===== src/rtl/dac_spi_pkg.sv =====
// rtl/dac_spi_pkg.sv - shared state type and default parameters for the DAC SPI master
package dac_spi_pkg;

   typedef enum logic [1:0] {
      ST_IDLE,
      ST_SHIFT,
      ST_GAP
   } dac_state_t;

   localparam int DAC_DATA_W     = 16;
   localparam int DAC_CLK_DIV    = 4;
   localparam int DAC_GAP_CYCLES = 2;

endpackage


===== src/rtl/dac_spi.sv =====
// rtl/dac_spi.sv - write-only SPI master sending one DATA_W-bit word per wr strobe, MSB first
module dac_spi
   import dac_spi_pkg::*;
#(
   parameter int DATA_W     = DAC_DATA_W,
   parameter int CLK_DIV    = DAC_CLK_DIV,
   parameter int GAP_CYCLES = DAC_GAP_CYCLES
) (
   input  logic              clk,
   input  logic              rst_n,
   input  logic [DATA_W-1:0] wr_data,
   input  logic              wr,
   output logic              spi_cs_n,
   output logic              spi_sclk,
   output logic              spi_sdout
);

   localparam int FRAME = DATA_W * CLK_DIV;
   localparam int CNT_W = $clog2(FRAME);

   localparam logic [CNT_W-1:0] FRAME_LAST = CNT_W'(FRAME - 1);
   localparam logic [CNT_W-1:0] GAP_LAST   = CNT_W'(GAP_CYCLES - 1);
   localparam logic [CNT_W-1:0] DIV        = CNT_W'(CLK_DIV);
   localparam logic [CNT_W-1:0] HALF       = CNT_W'(CLK_DIV / 2);

   dac_state_t        state, state_n;
   logic [CNT_W-1:0]  cnt, cnt_n, cnt_inc, phase;
   logic [DATA_W-1:0] shreg, shreg_n;
   logic              cs_n_q, cs_n_n;
   logic              sclk_q, sclk_n;
   logic              sdout_q, sdout_n;
   logic              accept;

   assign cnt_inc = cnt + 1'b1;
   assign phase   = cnt_inc % DIV;

   always_ff @(posedge clk or negedge rst_n) begin
      if (!rst_n) begin
         state   <= ST_IDLE;
         cnt     <= '0;
         shreg   <= '0;
         cs_n_q  <= 1'b1;
         sclk_q  <= 1'b1;
         sdout_q <= 1'b0;
      end else begin
         state   <= state_n;
         cnt     <= cnt_n;
         shreg   <= shreg_n;
         cs_n_q  <= cs_n_n;
         sclk_q  <= sclk_n;
         sdout_q <= sdout_n;
      end
   end

   // Output registers are computed for the cycle that follows the edge, so
   // the pins reflect the position cnt_n rather than the current cnt.
   always_comb begin
      state_n = state;
      cnt_n   = cnt;
      shreg_n = shreg;
      cs_n_n  = cs_n_q;
      sclk_n  = sclk_q;
      sdout_n = sdout_q;
      accept  = 1'b0;

      case (state)
         ST_IDLE: begin
            accept = wr;
         end
         ST_SHIFT: begin
            if (cnt == FRAME_LAST) begin
               state_n = ST_GAP;
               cnt_n   = '0;
               cs_n_n  = 1'b1;
               sclk_n  = 1'b1;
               sdout_n = 1'b0;
            end else begin
               cnt_n  = cnt_inc;
               sclk_n = (phase < HALF);
               if (phase == '0) begin
                  // Rotate rather than shift so the register MSB is always the bit on the pin.
                  shreg_n = {shreg[DATA_W-2:0], shreg[DATA_W-1]};
                  sdout_n = shreg[DATA_W-2];
               end
            end
         end
         ST_GAP: begin
            if (cnt == GAP_LAST) begin
               state_n = ST_IDLE;
               cnt_n   = '0;
               accept  = wr;
            end else begin
               cnt_n = cnt_inc;
            end
         end
         default: begin
            state_n = ST_IDLE;
            cnt_n   = '0;
            cs_n_n  = 1'b1;
            sclk_n  = 1'b1;
            sdout_n = 1'b0;
         end
      endcase

      // The last gap cycle doubles as the first idle cycle, keeping back-to-back gaps at GAP_CYCLES.
      if (accept) begin
         state_n = ST_SHIFT;
         cnt_n   = '0;
         shreg_n = wr_data;
         cs_n_n  = 1'b0;
         sclk_n  = 1'b1;
         sdout_n = wr_data[DATA_W-1];
      end
   end

   assign spi_cs_n  = cs_n_q;
   assign spi_sclk  = sclk_q;
   assign spi_sdout = sdout_q;

endmodule


===== config.mk =====
export PLATFORM = sky130hd
export DESIGN_NAME = dac_spi
export DESIGN_NICKNAME = d
export VERILOG_FILES = /design/src/rtl/dac_spi_pkg.sv /design/src/rtl/dac_spi.sv
export SDC_FILE = /design/constraint.sdc
export NUM_CORES = 1
export LEC_CHECK = 0
export BUFFER_PORTS_ARGS = -buffer_cell sky130_fd_sc_hd__buf_4
export CAP_MARGIN = 20
export CORE_ASPECT_RATIO = 1.5
export CORE_MARGIN = 2
export CORE_UTILIZATION = 58
export CTS_BUF_LIST = sky130_fd_sc_hd__clkbuf_8
export DETAILED_ROUTE_END_ITERATION = 12
export PLACE_DENSITY = 0.85
export SLEW_MARGIN = 15
export SYNTH_ARGS = -nofsm -noshare
export SYNTH_HDL_FRONTEND = slang
export SYNTH_SLANG_ARGS = --single-unit

===== constraint.sdc =====
create_clock -name clk -period 3.2 [get_ports clk]
set_input_delay 0.32 -clock clk [delete_from_list [all_inputs] [get_ports clk]]
set_output_delay 0.32 -clock clk [all_outputs]
set_load 0.005 [all_outputs]

# ---- Yosys cells after proc, flatten, opt, wreduce, memory -nomap -nowiden
# Index checks and enable logic that the tools add are counted.
dict set report classes {
  add_sub_neg 1
  n_lt_le_gt_ge 1
  n_eq_ne 10
  n_mux 24
  reduce_logical 9
}
# cell n
set ops {}
lappend ops {{$mux 16} 4}
lappend ops {{$mux 6} 3}
lappend ops {{$pmux 6 s3} 1}
lappend ops {{$mux 1} 8}
lappend ops {{$pmux 1 s2} 4}
lappend ops {{$add 6x1->6 const B} 1}
lappend ops {{$eq 6x1->1 const B} 1}
lappend ops {{$eq 6x6->1 const B} 1}
lappend ops {{$logic_not 6->1} 1}
lappend ops {{$mux 2} 3}
lappend ops {{$ne 3x3->1 const B} 2}
lappend ops {{$pmux 2 s3} 1}
lappend ops {{$reduce_and 3->1} 2}
lappend ops {{$ne 2x2->1 const B} 2}
lappend ops {{$ne 4x4->1 const B} 1}
lappend ops {{$reduce_and 2->1} 2}
lappend ops {{$reduce_bool 2->1} 2}
lappend ops {{$eq 2x1->1 const B} 1}
lappend ops {{$eq 2x2->1 const B} 1}
lappend ops {{$logic_not 2->1} 1}
lappend ops {{$lt 2x2->1 const B} 1}
lappend ops {{$ne 2x1->1 const B} 1}
lappend ops {{$reduce_or 2->1} 1}
dict set report totals {
  reg_bits 27
  in_bits 19
  output_inout_bits 3
  elab_cells 51
}

# ---- Logic depth before layout (Yosys ltp)
dict set report logic_depth {
  word_depth 6
  mapped_depth 7
  mapped_depth_nobuf 6
}

# ---- Worst setup path before layout
# OpenSTA, ideal clock, no wires.
dict set report synth_path {
  path_kind {register -> register}
  from {register state[1]}
  to {register shreg[7]}
  setup_ns 0.126
  arrival_ns 1.532
  required_time_ns 3.074
  setup_slack_ns 1.542
  stages_incl_launch_ff 8
  path_buffers 1
  period_less_slack_ns 1.658
  path_cell_list {dfrtp_1 inv_1 ha_1 nand2_2 a41oi_4 buf_12 mux2i_1 a21oi_1}
}
dict set report synth_between {
  elab_chain_len 4
  word_cells_on_any_way 9
  cone_classes {3 x eq/ne; 2 x mux; 4 x reduce/logical}
}
# element line
set synth_rtl {}
lappend synth_rtl {{from (decl)} dac_spi.sv:26} ;# dac_state_t state, state_n;
lappend synth_rtl {{from (signal assigned)} dac_spi.sv:46} ;# state <= state_n;
lappend synth_rtl {{$eq 2x2->1 or $logic_not 2->1 (tied branches)} dac_spi.sv:66} ;# case (state)
lappend synth_rtl {{$pmux 1 s2} dac_spi.sv:66}
lappend synth_rtl {{$ne 2x2->1 (no line) or $reduce_bool 2->1 (tied branches)} -}
lappend synth_rtl {{$reduce_and 3->1 (no line)} -}
lappend synth_rtl {{to (signal assigned)} dac_spi.sv:48} ;# shreg <= shreg_n;
lappend synth_rtl {{to (decl)} dac_spi.sv:28} ;# logic [DATA_W-1:0] shreg, shreg_n;
# Parallel ways exist; a longest one is shown, timed or not.
# A chain may end at the register's enable or synchronous reset.

# ---- Final worst setup path
dict set report layout_path {
  from {register state[0]}
  to {register sdout_q, in the netlist spi_sdout}
}
dict set report layout_between {
  elab_chain_len 4
  word_cells_on_any_way 10
  cone_classes {4 x eq/ne; 3 x mux; 3 x reduce/logical}
}
# element line
set layout_rtl {}
lappend layout_rtl {{$eq 2x2->1 or $logic_not 2->1 (tied branches)} dac_spi.sv:66}
lappend layout_rtl {{$pmux 1 s2 or $reduce_or 2->1 (tied branches)} -}
lappend layout_rtl {{$ne 4x4->1 (no line) (tied with other cells)} -}
lappend layout_rtl {{$reduce_and 2->1 (no line) or $mux 1 (tied branches)} -}
lappend layout_rtl {{to (signal assigned)} dac_spi.sv:51} ;# sdout_q <= sdout_n;
lappend layout_rtl {{to (decl)} dac_spi.sv:31} ;# logic sdout_q, sdout_n;
# Parallel ways exist; a longest one is shown, timed or not.

==> impl_metrics.toml <==
[status]
status = "finished, final reports clean"

[floorplanning]
die-area_um2 = 3040
initial_core_util_pct = 61.1
rows = 22
die_height_um = 66.6
io_pins = 22
core_area_um2 = 2480
die_w_um = 45.7

[finish]
postLayoutCellArea_um2 = 1710
antennaDiodeCount = 0
drive_gt1_share_pct = 18.0
fin_cells = 196
nNetsFinal = 197
multi_input_area_um2 = 769
seqCellArea_um2 = 678
synthToLayoutAreaGrowth_pct = 12.6
nFillCells = 204

[place]
postPlaceCellArea_um2 = 1650
io_buffers = 21
dp_hpwl_um = 2240
gp_congestion = 0.793
post-place-cells = 191

[sta]
max_freq_ghz = 0.473
setup_violations = 0
clock_skew_ps = 2.27
tightestPinTransition_ps = 777
whs_ps = 294
final_max_slew_viol_count = 0
fin_crit_sh_pct = 66.1
tns_ps = 0
finalCriticalPeriod_ps = 2110
rsz0062_at_grt = "no"
relSlewSlack_pct = 48.1
final-hold-violation-count = 0

[logic_synthesis]
synth_adder_area_share_pct = 4.13
synth_area_leaders = "dfrtp_1 (41%), mux2i_1 (11%), nor2_1 (7.2%)"
postSynthAreaPerCell_um2 = 9.90
synth_compound_area_share_pct = 18.0
netlist_instances = 153
synth-edff-count = 0
yosys_warnings = 0
yosys.area.top_type = "dfrtp_1"
ys_types = 38
synth_async_sr_flop_share_pct = 100
synthXorXnorAreaFrac_pct = 2.31
syn-cell-area_um2 = 1510
synth_top_family_by_area = "compound AO/OA/AOI/OAI gates"
synth_nets = 177
yosys.area.top_type_share_pct = 41.3
ys_ff_latch = 27
synthTopCellsByCount = "nor2_1 (29), dfrtp_1 (25), a21oi_1 (18)"
yosysMostFrequentCell = "nor2_1"
synthSimpleGateAreaFrac_pct = 15.8
yosys-mux-area-fraction_pct = 10.6
synth-main-ff-cell = "dfrtp_1"
ys_seq_area_share_pct = 44.8

[grt]
grt_usage_pct = 23.1
grt_max_degree = 35
grt-ovfl-total = 0
first_global_vias = 1199
met2_usage_pct = 41.0
grtUsageMet1_pct = 26.4
use_met3_pct = 3.25
grt_pass1_wl_um = 5190
grt_most_used_layer = "met2"
antenna_found_initial = 0

[cts]
holdBufCountCts = 1
tritoncts = "built"
cts_setup_buffers = 0
cts_root_buf = "clkbuf_8"
cts_buffers = 3
htreeDepth = 1
cts_num_sinks = 27
cts.clk_slew.worst_paths_ps = 90
clk_latency_ps = 270
clockBufferDepth = 2
cts-resized-gates = 0

[critical_path]
cp-start-kind = "flip-flop"
cp.required_ps = 3320
worstSetupPathType = "flip-flop to flip-flop"
endpoint_kind = "flip-flop"
cp_max_fo = 34
arrival_ps = 2240

[routing]
drtIter0Drc = 30
wl_um = 3020
avgRoutedWirePerCell_um = 15.4
detail-route-antenna-nets = 0
firstDrtPassIters = 4
route.detailed.drc = 0
via_per_inst = 6.02
vias = 1180

[power_and_ir_drop]
power_density_nw_per_um2 = 324
leakage_nw = 0.678
vdd_drop_max_mv = 0.285

[flow_run]
maxCapViolCount = 0

[min_path]
min_path_type = "primary input to flip-flop"
-- final timing paths --
check	slack [ps]	from	depth (start not counted)	to
setup / recovery	1090	state[0]$_DFFE_PN0P_	5	spi_sdout$_DFFE_PN0P_
hold / removal	290	wr_data[9]	3	shreg[9]$_DFFE_PN0P_
setup reg to reg	1090	state[0]$_DFFE_PN0P_	5	spi_sdout$_DFFE_PN0P_
hold reg to reg	510	spi_cs_n$_DFFE_PN1P_	1	spi_cs_n$_DFFE_PN1P_
max in group asynchronous	2400	rst_n	2	spi_sclk$_DFFE_PN1P_
min in group asynchronous	490	rst_n	2	shreg[10]$_DFFE_PN0P_
-- state kept, by name, indices dropped and copies added (netlist names) --
signal,cells
spi_cs_n,1
state,2
spi_sclk,1
spi_sdout,1
cnt,6
shreg,16
-- worst max-delay path, stage by stage (launching register included) --
cell      delay [ps]
dfrtp_1          420
inv_1            100
ha_1             300
and4bb_1         270
a21oi_4          640
o221ai_1         230
-- stage by stage --
stage / power (W) / setup WS (ps) / util [%]
finish: 0.000553 / 1090 / 68.8
CTS: 0.000559 / 1110 / 68.8
global placement: 0.000372 / 1200 / 66.6
global route: 0.000575 / 960 / 68.8
detailed placement: 0.000372 / 1120 / 66.6
floorplan: 0.000348 / 1540 / -
-- logic make-up (layout without fill, tap and decap cells) --
| logic type | count (synthesis) | in the layout |
|---|---|---|
| and+or+nand+nor | 51 | 51 |
| AOI/OAI and AO/OA | 39 | 39 |
| DFF | 27 | 27 |
| muxes | 16 | 16 |
| buffers and inverters | 11 | 30 |
| adders and majority gates | 5 | 5 |
| xor gates and xnor gates | 4 | 4 |
-- layer usage --
| layer | wire length [µm] | vias up |
|---|---|---|
| met5 | 0 | - |
| met1 | 1200 | 566 |
| met2 | 1610 | 31 |
| met3 | 139 | 6 |
| li1 | - | 577 |
| met4 | 70 | 0 |
-- area by class of cell --
class | count | share of cell area, %
Multi-Input combinational cell | 115 | 45.1
Sequential cell | 27 | 39.8
Timing Repair Buffer | 22 | 9.83
Clock buffer | 3 | 2.42
Tap cell | 24 | 1.76
Inverter | 4 | 0.880
Clock inverter | 1 | 0.220
-- placed cells by master, fill, tap and decap left out, types with 2 or more instances in the layout --
master / n
mux2i_1: 16
a21oi_1: 18
nor4_1: 2
ha_1: 5
o21ai_0: 5
dfrtp_1: 25
o31ai_1: 2
clkbuf_8: 3
nand2_1: 9
buf_4: 21
a211oi_1: 2
xnor2_1: 4
nand3_1: 3
nor2_1: 29
dfstp_2: 2
inv_1: 5
-- power by group --
part | switching, W | internal (W) | total (W)
combinational | 0.0000106 | 0.0000147 | 0.0000253
sequential | 0 | 0.000341 | 0.000341
clock | 0.000101 | 0.0000859 | 0.000187
Power figures use the tool's default switching activity.
